--- src/rtl/serial_addsub_resp.sv ---
`default_nettype none
// ============================================================================
// Module   : serial_addsub_resp
// Purpose  : Bit-serial WIDTH-bit adder/subtractor with valid/ready handshakes.
//            Accepts {A, B, op} in IDLE. Computes LSB-first through a single
//            full adder and a carry flop over WIDTH cycles. Then holds the
//            (WIDTH+1)-bit result in DONE until the consumer takes it.
// Ports    : clk, rst                      - clock, synchronous active-high reset
//            in_valid/in_ready, A, B, op   - request side (op: 0 add, 1 sub)
//            out_valid/out_ready, SUM      - result side; SUM[WIDTH] is the
//                                            carry-out (add) or no-borrow (sub)
//            busy                          - high while in RUN or DONE
// Revision : 1.0 - initial release
// ============================================================================
module serial_addsub_resp #(
    parameter int WIDTH = 4,
    parameter int CNT_W = $clog2(WIDTH) + 1
) (
    input  logic             clk,
    input  logic             rst,
    input  logic             in_valid,
    output logic             in_ready,
    input  logic [WIDTH-1:0] A,
    input  logic [WIDTH-1:0] B,
    input  logic             op,
    output logic             out_valid,
    input  logic             out_ready,
    output logic [WIDTH:0]   SUM,
    output logic             busy
);

    typedef enum logic [1:0] {
        ST_IDLE = 2'd0,
        ST_RUN  = 2'd1,
        ST_DONE = 2'd2
    } state_t;

    localparam logic [CNT_W-1:0] c_last_cnt = CNT_W'(WIDTH - 1);

    state_t           r_state;
    state_t           w_state_nxt;

    logic [WIDTH-1:0] r_sa;
    logic [WIDTH-1:0] r_sb;
    logic             r_carry;
    logic [CNT_W-1:0] r_cnt;
    logic [WIDTH-1:0] r_res;
    logic [WIDTH:0]   r_sum;

    logic             w_s;
    logic             w_cout;
    logic             w_last;
    logic [WIDTH-1:0] w_res_nxt;

    // Single full adder on the current LSBs.
    assign w_s    = r_sa[0] ^ r_sb[0] ^ r_carry;
    assign w_cout = (r_sa[0] & r_sb[0]) | (r_sa[0] & r_carry) | (r_sb[0] & r_carry);
    assign w_last = (r_cnt == c_last_cnt);

    // The new sum bit enters from the MSB side, so after WIDTH shifts the
    // first (LSB) bit has reached position 0.
    generate
        if (WIDTH == 1) begin : g_res_w1
            assign w_res_nxt = w_s;
        end else begin : g_res_wn
            assign w_res_nxt = {w_s, r_res[WIDTH-1:1]};
        end
    endgenerate

    // State register
    always_ff @(posedge clk) begin
        if (rst) begin
            r_state <= ST_IDLE;
        end else begin
            r_state <= w_state_nxt;
        end
    end

    // Next-state logic
    always_comb begin
        w_state_nxt = r_state;
        case (r_state)
            ST_IDLE: if (in_valid)  w_state_nxt = ST_RUN;
            ST_RUN:  if (w_last)    w_state_nxt = ST_DONE;
            ST_DONE: if (out_ready) w_state_nxt = ST_IDLE;
            default:                w_state_nxt = ST_IDLE;
        endcase
    end

    // Datapath. Subtraction is A + ~B + 1: B is inverted on load and the
    // carry is seeded with op.
    always_ff @(posedge clk) begin
        if (rst) begin
            r_sa    <= '0;
            r_sb    <= '0;
            r_carry <= 1'b0;
            r_cnt   <= '0;
            r_res   <= '0;
            r_sum   <= '0;
        end else begin
            case (r_state)
                ST_IDLE: begin
                    if (in_valid) begin
                        r_sa    <= A;
                        r_sb    <= B ^ {WIDTH{op}};
                        r_carry <= op;
                        r_cnt   <= '0;
                    end
                end
                ST_RUN: begin
                    r_sa    <= r_sa >> 1;
                    r_sb    <= r_sb >> 1;
                    r_carry <= w_cout;
                    r_res   <= w_res_nxt;
                    r_cnt   <= r_cnt + CNT_W'(1);
                    if (w_last) begin
                        r_sum <= {w_cout, w_res_nxt};
                    end
                end
                default: ;
            endcase
        end
    end

    assign in_ready  = (r_state == ST_IDLE);
    assign out_valid = (r_state == ST_DONE);
    assign busy      = (r_state != ST_IDLE);
    assign SUM       = r_sum;

endmodule
`default_nettype wire

--- config.mk ---
export PLATFORM = sky130hd
export DESIGN_NAME = serial_addsub_resp
export DESIGN_NICKNAME = d
export VERILOG_FILES = /design/src/rtl/serial_addsub_resp.sv
export SDC_FILE = /design/constraint.sdc
export NUM_CORES = 1
export LEC_CHECK = 0
export ABC_CLOCK_PERIOD_IN_PS = 1200
export CORE_UTILIZATION = 35
export DETAILED_ROUTE_END_ITERATION = 6
export PLACE_DENSITY = 0.72
export SETUP_SLACK_MARGIN = 0.05
export SLEW_MARGIN = 20
export SYNTH_ARGS = -nofsm -noshare
export SYNTH_HDL_FRONTEND = slang
export SYNTH_SLANG_ARGS = --single-unit
--- constraint.sdc ---
create_clock -name clk -period 1.2 [get_ports clk]
set_clock_uncertainty 0.05 [all_clocks]
set_input_delay 0.18 -clock clk [delete_from_list [all_inputs] [get_ports clk]]
set_output_delay 0.18 -clock clk [all_outputs]
set_load 0.01 [all_outputs]
After elaboration in Yosys (flattened, before gate mapping):

Cells that the tools add are included.

* output and inout bits: 8
* input port bits: 13
* logic and storage cells: 40
* flip-flop bits (word level): 23

* reductions and logical operators: 6
* multiplexer cells: 12
* bitwise operators: 8
* eq/ne operators: 6
* $add $sub $neg: 1

Operator list (count)
* one-hot mux 4 bit (2 select lines): 2
* 2-to-1 mux 4 bit: 2
* 2-to-1 mux 2 bit: 3
* one-hot mux 2 bit (3 select lines): 1
* one-hot mux 3 bit (2 select lines): 1
* != test 2 bit (second input constant): 2
* AND reduction 2 bit: 2
* nonzero test 2 bit: 2
* bitwise XOR 4 bit: 1
* adder 3 x 1 -> 3 bit (second input constant): 1
* AND 1 bit: 3
* == test 3 x 2 -> 1 bit (second input constant): 1
* 2-to-1 mux 3 bit: 1
* AND reduction 3 bit: 1
* == test 2 x 1 -> 1 bit (second input constant): 1
* == test 2 bit (second input constant): 1
* logical NOT 2 bit: 1
* != test 2 x 1 -> 1 bit (second input constant): 1
* OR 1 bit: 2
* one-hot mux 1 bit (2 select lines): 1
* bitwise XOR 1 bit: 2
* 2-to-1 mux 1 bit: 1

Longest topological paths before layout:

Gate-level depths: netlist of the first run.

* depth after elaboration: 4
* depth in mapped cells: 5
* gate-level depth less buffers: 5

Least setup slack after synthesis of the first run:

Ideal clock, no wire load.

* path type: reg-to-reg
* from: register r_cnt[0]
* to: register r_sum[4], in the netlist SUM[4]
* data required time: 1.022 ns
* cell stages (with the launch flop): 6
* library setup time: 0.128 ns
* slack: -0.074 ns
* arrival: 1.096 ns
* cell sequence: dfxtp_1 ha_1 ha_1 nand3b_2 mux2i_1 nor2_1

* word-level cells in the longest chain between the ends: 2

Ends and longest elaborated chain
* start, declared: RTL line 46 `logic [CNT_W-1:0] r_cnt;`
* start signal, assigned: RTL line 115 `r_cnt <= r_cnt + CNT_W'(1);`
* == test 3 x 2 -> 1 bit: RTL line 58 `assign w_last = (r_cnt == c_last_cnt);`
* AND reduction 2 bit (no line)
* end signal, assigned: RTL line 117 `r_sum <= {w_cout, w_res_nxt};`
* end, declared: RTL line 48 `logic [WIDTH:0] r_sum;`

No other way between the ends.
A chain may end at the register's enable or synchronous reset.

Worst setup path in the final report of the first run:

* from: register r_state[0]
* to: register r_sb[2]

* word-level cells in the longest chain between the ends: 3
* elaborated cells on any way between the ends: 6

Ends and longest elaborated chain
* start, declared: RTL line 40 `state_t r_state;`
* start signal, assigned: RTL line 75 `r_state <= w_state_nxt;`
* == test 2 x 1 -> 1 bit or logical NOT 2 bit (tied branches): RTL line 101 `case (r_state)`
* nonzero test 2 bit (no line) or != test 2 bit (tied branches)
* AND reduction 2 bit (no line)
* end signal, assigned: RTL line 105 `r_sb <= B ^ {WIDTH{op}};`
* end signal, assigned: RTL line 112 `r_sb <= r_sb >> 1;`
* end, declared: RTL line 44 `logic [WIDTH-1:0] r_sb;`

Parallel ways exist; a longest one is shown, timed or not.

==> metrics.yaml, run 1 <==
status: "finished, violations left"
violations: "negative setup slack"
max-clock-path-buffers: 2
synth_top_area_share: 0.455
drc: 0
cts_tree: "done"
first_iter_violations: 18
initial_core_util: 0.380
path_max_fanout: 5
total_power_uw: 1720
synth_cell_types: 28
maxSlewViolCount: 0
placed_area_sq_mm: 0.00131
crit_top_cell: "buf_6"
route.layer.met1.wl_um: 886
grt_pass1_wl_mm: 3.57
numCtsBuffers: 3
drive_gt1_frac: 0.431
critPathTopFamily: "flip-flops"
antenna_found_initial: 0
synth_seq_area_share: 0.455
syn_to_final_growth_pct: 54.1
clock_sinks: 22
yosysMostFrequentCell: "dfxtp_1"
ys_top_cells_by_count: "22 x dfxtp_1, 18 x nor2_1, 5 x a21oi_1, 5 x mux2i_1, 5 x nand2_1"
critPathKind: "flip-flop to flip-flop"
syn-cell-area_sq_um: 967
synth_area_per_cell_sq_um: 9.67
grt_pass1_vias: 857
gp_congestion: 0.753
crit_path_end_kind: "flip-flop"
dp_slack_ps: -305
p_leak_uw: 0.000622
vdd_drop_max_mv: 1.11
startpoint: "r_state[0]"
insertion_delay_ps: 330
synth-seq-cells: 22
crit_required_ps: 1370
vias: 876
crit_chain: "buf_6 -> buf_6 -> nor2b_4 -> buf_12 -> a222oi_1 -> nor2_1"
crit_slowest_cell: "dfxtp_2"
path_buf_inv: 3
cp.arrival_ps: 1500
ant_nets: 0
top_layer: "met4"
r2r-start: "r_state[0]"
dieArea_sq_mm: 0.00298
layout_setup_ws_ps: -136
yosys-top-cells-area: "dfxtp_1 46%, nor2_1 7.0%, mux2i_1 5.2%"
finalSetupViolCount: 17
rows: 18
ios: 21
hold_violations: 0
hold_start: "SUM[2]"
syn_inst: 100
diodes: 0
synth_edf_count: 0
fp.dieH_um: 54.6
rsz0062_at_grt: "true"
finalNetCount: 154
htree_levels: 1
wl_per_cell_um: 13.6
max_clock_freq_mhz: 749
synthArstFlopShare: 0
yosysTopAreaCell: "dfxtp_1"
yosysWarnings: 0
dp_hpwl_mm: 1.45
wl_met2_mm: 1.21
final.setup.tns_ps: -997
worst_slew_pin_slew_ps: 289
ys.flop_type: "dfxtp_1"
wl_mm: 2.27
slowest_delay_ps: 360
reg2reg_slack_ps: -140
clockRootBuffer: "clkbuf_4"
start_kind: "flip-flop"
min_period_over_period: 1.11
finalCriticalPeriod_ps: 1340
synth_nets: 116
grt_max_degree: 23
grt_use_total: 0.174
fin_area_sq_mm: 0.00149
clk_pin_slew_ps: 140
powerDensity_mw_per_mm2: 1150
wl_met3_um: 115
die_x_um: 54.6
numPortBuffers: 20
slew_headroom: 0.807
hp-class: "flip-flop to flip-flop"
drtPass1Iterations: 4
avgViaCountPerCell: 5.25
grt_overflow: 0
core-area_sq_mm: 0.00254
cap_violations: 0
[power by group]
group	total (uW)	internal, uW	switching, uW
Clock	588	338	249
Sequential	798	769	29.0
Combinational	334	193	141
[final cells by class]
cell class | count | area (sq um)
Clock inverter | 1 | 30.0
Clock buffer | 3 | 22.5
Inverter | 4 | 15.0
Sequential cell | 22 | 453
Tap cell | 30 | 37.5
Timing Repair Buffer | 38 | 354
Fill cell | 230 | 1050
Multi-Input combinational cell | 69 | 578
[worst register-to-register path, stage by stage, from the launching register on]
cell	delay (ps)
dfxtp_2	360
buf_6	120
buf_6	100
nor2b_4	140
buf_12	130
a222oi_1	260
nor2_1	60
[flip-flops by register name, summed over array words and instances, names as in the netlist]
name and flops:
r_cnt 3, r_carry 1, r_state 2, r_sb 4, r_sa 4, SUM 5
r_res 3
[logic make-up after synthesis]
family	synth area share
AO/OA/AOI/OAI	0.188
multiplexers	0.0517
AND/OR/NAND/NOR	0.176
XOR/XNOR	0.0362
flip-flops	0.455
adder cells (fa/ha/maj)	0.0466
buffers and inverters	0.0466
[final timing paths]
kind / end / depth (start not counted)
worst max-delay path: r_sb[2] / 6
worst min-delay path: SUM[2] / 2
worst max register to register: r_sb[2] / 6
worst min register to register: SUM[2] / 2
[through the flow]
step,cells,util,hold slack (ps)
after CTS,165,0.568,418
final,167,0.586,412
after floorplan,100,-,203
after global routing,167,0.586,424
after detailed placement,157,0.516,399
after global placement,157,0.516,393
[layer usage]
metal / vias up / track usage
met5: - / 0
met3: 7 / 0.0583
met4: 0 / 0.0427
met2: 23 / 0.335
met1: 419 / 0.175
li1: 427 / -
[cell usage in the layout, fill, tap and decap left out, types with 3 or more instances in the layout]
cell / instances
a222oi_1: 3
clkbuf_4: 3
clkdlybuf4s50_1: 12
buf_2: 4
buf_6: 7
inv_2: 3
nor2_1: 18
buf_4: 12
nand3_1: 4
xor2_1: 4
dfxtp_1: 12
mux2i_1: 4
a21oi_1: 5
dfxtp_2: 10
nand2_1: 4
[timing repair]
item	4_1_cts	5_1_grt
gates resized for setup	38	27
pin swaps	4	7
setup endpoints to repair	28	29
hold buffers	0	0
buffers inserted	4	2
Power figures use the tool's default switching activity.
==> run 2, diff against run 1 <==
- PLACE_DENSITY: 0.72 -> 0.69
==> run 2 against run 1 <==
Effect of this change:
- the flow still finishes with violations (negative setup slack)
- fmax is 8.8% higher
- flip-flop and latch count stayed put
- non-clock buffer count is 1 lower
- hold slack worse by 20 ps
- critical path depth is 2 lower
- global-route usage is 1.1 points lower
==> metrics.yaml, run 2 (synthesis gave the netlist of run 1 again) <==
dp_hpwl_mm: 1.52  # +4.9%
status: "finished, violations left"
grt_pass1_vias: 826  # -3.6%
cap_violations: 0  # unchanged
maxSlewViolCount: 0  # unchanged
drc: 0  # unchanged
grt_overflow: 0  # unchanged
antenna_found_initial: 0  # unchanged
vias: 837  # -4.5%
crit_chain: "buf_6 -> o21bai_4 -> a222oi_1 -> nor2_1"
ios: 21  # unchanged
hp-class: "primary input to flip-flop"
finalNetCount: 153  # -0.65%
htree_levels: 1  # unchanged
wl_mm: 2.11  # -7.1%
vdd_drop_max_mv: 0.662  # -40%
r2r-start: "r_state[1]"
crit_end: "r_sb[2]"
rr_worst_depth: 4  # -2
clockRootBuffer: "clkbuf_4"
crit_path_end_kind: "flip-flop"
critPathTopFamily: "compound AO/OA/AOI/OAI gates"
avgViaCountPerCell: 5.04  # -3.9%
grt_use_total: 0.163  # -0.0108
core-area_sq_mm: 0.00254  # unchanged
ant_nets: 0  # unchanged
min_period_over_period: 1.02  # -0.0902
final.setup.tns_ps: -227  # +770 ps
insertion_delay_ps: 320  # about the same
critPathKind: "flip-flop to flip-flop"
violations: "negative setup slack"
reg2reg_slack_ps: -30  # +110 ps
clk_pin_slew_ps: 130  # about the same
numCtsBuffers: 3  # unchanged
fp.dieH_um: 54.6  # unchanged
cp.arrival_ps: 1390  # -110 ps
gp_congestion: 0.771  # +2.5%
startpoint: "r_state[1]"
drive_gt1_frac: 0.390  # -0.0410
hold_buffers: 0  # unchanged
layout_setup_ws_ps: -27.4  # +108 ps
hold_ws_ps: 392  # -19.6 ps
finalCriticalPeriod_ps: 1230  # -108 ps
p_leak_uw: 0.000601  # -3.4%
path_buf_inv: 1  # -2
die_x_um: 54.6  # unchanged
start_kind: "flip-flop"
wl_per_cell_um: 12.7  # -6.5%
initial_core_util: 0.380  # unchanged
diodes: 0  # unchanged
drtPass1Iterations: 4  # unchanged
largest_reg_flops: 5  # unchanged
finalSetupViolCount: 12  # -5
final_cell_mix: "18 x nor2_1, 16 x dfxtp_1, 12 x buf_4"
max_clock_freq_mhz: 815  # +8.8%
crit_required_ps: 1360  # about the same
cts_tree: "done"
clock_sinks: 22  # unchanged
rsz0062_at_grt: "true"
first_iter_violations: 11  # -7
grt_max_degree: 23  # unchanged
crit_slowest_cell: "dfxtp_2"
dieArea_sq_mm: 0.00298  # unchanged
hold_violations: 0  # unchanged
final_common_cell: "nor2_1"
slew_headroom: 0.747  # -0.0600
powerDensity_mw_per_mm2: 1160  # +0.47%
syn_to_final_growth_pct: 48.3
r2r-end: "r_sb[2]"
grt_pass1_wl_mm: 3.42  # -4.3%
numPortBuffers: 20  # unchanged
cp.depth: 4  # -2
slowest_delay_ps: 360  # about the same
rows: 18  # unchanged
max-clock-path-buffers: 2  # unchanged
path_max_fanout: 7  # +2
worst_slew_pin_slew_ps: 378  # +88.4 ps
[run 2: cell type report]
class                      count  area (sq um)
fill                         237          1110
clock inverter                 1          30.0
multi-input combinational     69           552
inverter                       4          15.0
clock buffer                   3          22.5
timing repair buffer          37           329
tap                           30          37.5
sequential                    22           448
[run 2: where the power goes]
group,leakage [uW],total [uW],switching (uW),internal [uW]
Clock,0.0000279,579,242,338
Sequential,0.000182,798,28.9,769
Combinational,0.000391,285,124,160
[run 2: metal layers]
layer,up-vias,track usage,share of wire
met1,391,0.184,0.45
met3,4,0.0250,0.030
met2,16,0.295,0.50
li1,426,-,-
met4,0,0.0769,0.013
met5,-,0,0
[run 2: what timing repair did]
action / 4_1_cts / 5_1_grt
setup buffers: 3 / 2
gates cloned: 0 / 0
setup endpoints to repair: 28 / 30
resized for setup: 41 / 9
pin swaps: 5 / 3
[run 2: worst min-delay path by stage]
stage / from / endpoint / depth (start not counted)
floorplan: rst / r_carry / 1
global placement: SUM[2] / SUM[2] / 2
detailed placement: SUM[3] / SUM[3] / 2
CTS: in_valid / r_sa[2] / 3
global route: in_valid / r_sa[2] / 3
finish: in_valid / r_sa[2] / 3
[run 2: metrics by stage]
step | cells | worst slack [ps] | cell area (sq um) | power (uW) | util
floorplan | 100 | 50.8 | 995 | 954 | -
global placement | 157 | -270 | 1310 | 1060 | 0.516
detailed placement | 157 | -366 | 1310 | 1080 | 0.516
CTS | 164 | -48.7 | 1430 | 1660 | 0.561
global route | 166 | -91.7 | 1430 | 1730 | 0.563
finish | 166 | -27.4 | 1430 | 1660 | 0.563
[run 2: worst min-delay path, cell delays in order]
cell	delay [ps]
dlygate4sd2_1	330
o2bb2ai_1	150
a211oi_1	60
==> run 3, diff against run 2 <==
- CTS_CLUSTER_DIAMETER: not set -> 30
- SKIP_LAST_GASP: not set -> 1
==> run 3 against run 2 <==
Effect of this change:
- the flow still finishes with violations (negative setup slack)
- sequential power about the same
- hold slack unchanged
- critical path depth unchanged
- worst setup slack unchanged
- core utilization unchanged
- die area unchanged
- critical path type unchanged
- highest routed layer unchanged
- flip-flop and latch count unchanged
- final area unchanged
- via count unchanged
- count of clock-buffer cells in the layout unchanged
==> metrics.yaml, run 3 (synthesis gave the netlist of run 1 again) <==
initial_core_util: 0.380  # unchanged
fp.dieH_um: 54.6  # unchanged
diodes: 0  # unchanged
hold_ws_ps: 392  # unchanged
clk_pin_slew_ps: 130  # about the same
p_leak_uw: 0.000601  # unchanged
slew_headroom: 0.747  # unchanged
avgViaCountPerCell: 5.04  # unchanged
final_cell_mix: "18 x nor2_1, 16 x dfxtp_1, 12 x buf_4"
dp_hpwl_mm: 1.52  # unchanged
drc: 0  # unchanged
grt_max_degree: 23  # unchanged
final_common_cell: "nor2_1"
final.setup.tns_ps: -227  # unchanged
path_max_fanout: 7  # unchanged
grt_pass1_wl_mm: 3.42  # unchanged
first_iter_violations: 11  # unchanged
hold_violations: 0  # unchanged
cp.arrival_ps: 1390  # about the same
clock_sinks: 22  # unchanged
min_period_over_period: 1.02  # unchanged
utilization: 0.563  # unchanged
drtPass1Iterations: 4  # unchanged
hold_path_depth: 3  # unchanged
numPortBuffers: 20  # unchanged
ant_nets: 0  # unchanged
largest_reg_flops: 5  # unchanged
rows: 18  # unchanged
start_kind: "flip-flop"
hold_buffers: 0  # unchanged
insertion_delay_ps: 320  # about the same
die_x_um: 54.6  # unchanged
htree_levels: 1  # unchanged
rr_worst_depth: 4  # unchanged
critPathKind: "flip-flop to flip-flop"
rsz0062_at_grt: "true"
worst_slew_pin_slew_ps: 378  # unchanged
crit_path_end_kind: "flip-flop"
layout_setup_ws_ps: -27.4  # unchanged
ios: 21  # unchanged
fill_cells: 237  # unchanged
drive_gt1_frac: 0.390  # unchanged
max_clock_freq_mhz: 815  # unchanged
cts_tree: "done"
gp_congestion: 0.771  # unchanged
cap_violations: 0  # unchanged
maxSlewViolCount: 0  # unchanged
core-area_sq_mm: 0.00254  # unchanged
antenna_found_initial: 0  # unchanged
grt_use_total: 0.163  # unchanged
grt_overflow: 0  # unchanged
crit_required_ps: 1360  # about the same
status: "finished, violations left"
numCtsBuffers: 3  # unchanged
syn_to_final_growth_pct: 48.3  # unchanged
dieArea_sq_mm: 0.00298  # unchanged
finalSetupViolCount: 12  # unchanged
grt_pass1_vias: 826  # unchanged
clockRootBuffer: "clkbuf_4"
violations: "negative setup slack"
hp-class: "primary input to flip-flop"
finalCriticalPeriod_ps: 1230  # unchanged
wl_mm: 2.11  # unchanged
max-clock-path-buffers: 2  # unchanged
vdd_drop_max_mv: 0.662  # unchanged
powerDensity_mw_per_mm2: 1160  # unchanged
finalNetCount: 153  # unchanged
vias: 837  # unchanged
wl_per_cell_um: 12.7  # unchanged
run 3: cell counts in the layout (fill, tap and decap cells not counted):
No cell type changed its count.
run 3: timing repair:
action                                  in CTS  in global routing
resized for setup                           41                  9
pin swaps                                    5                  3
cloned                                       0                  0
setup buffers                                3                  2
endpoints found under the setup margin      28                 30
run 3: path summary, 6_finish.rpt:
path | from | end | slack [ps]
worst max-delay path | r_state[1] | r_sb[2] | -30
worst min-delay path | in_valid | r_sa[2] | 390
worst max register to register | r_state[1] | r_sb[2] | -30
worst min register to register | SUM[3] | SUM[3] | 410
run 3: where the power goes:
part / leakage, uW / total [uW] / internal (uW) / switching [uW]
Clock: 0.0000279 / 579 / 338 / 242
Combinational: 0.000391 / 285 / 160 / 124
Sequential: 0.000182 / 798 / 769 / 28.9
Total: 0.000601 / 1660 / 1270 / 395
run 3: final cells by class:
class / instances / area [sq um] / share of cell area
Clock buffer: 3 / 22.5 / 0.0157
Clock inverter: 1 / 30.0 / 0.0209
Inverter: 4 / 15.0 / 0.0105
Multi-Input combinational cell: 69 / 552 / 0.385
Sequential cell: 22 / 448 / 0.312
Tap cell: 30 / 37.5 / 0.0262
Timing Repair Buffer: 37 / 329 / 0.229
run 3: per-layer routing:
metal | vias up | routed length [um] | global-route usage
met4 | 0 | 27 | 0.0769
met1 | 391 | 952 | 0.184
li1 | 426 | - | -
met5 | - | 0 | 0
met3 | 4 | 63 | 0.0250
met2 | 16 | 1060 | 0.295
run 3: per-stage QoR:
| step | total power [uW] | setup WS (ps) | instances | cell area (sq um) |
|---|---|---|---|---|
| final | 1660 | -27.4 | 166 | 1430 |
| after global routing | 1730 | -91.7 | 166 | 1430 |
| after CTS | 1660 | -48.7 | 164 | 1430 |
| after detailed placement | 1080 | -366 | 157 | 1310 |
| after global placement | 1060 | -270 | 157 | 1310 |
| after floorplan | 954 | 50.8 | 100 | 995 |
run 3: worst max-delay path: stages (launching register included):
cell      delay [ps]
dfxtp_2          360
buf_6            140
o21bai_4         190
a222oi_1         320
nor2_1            70
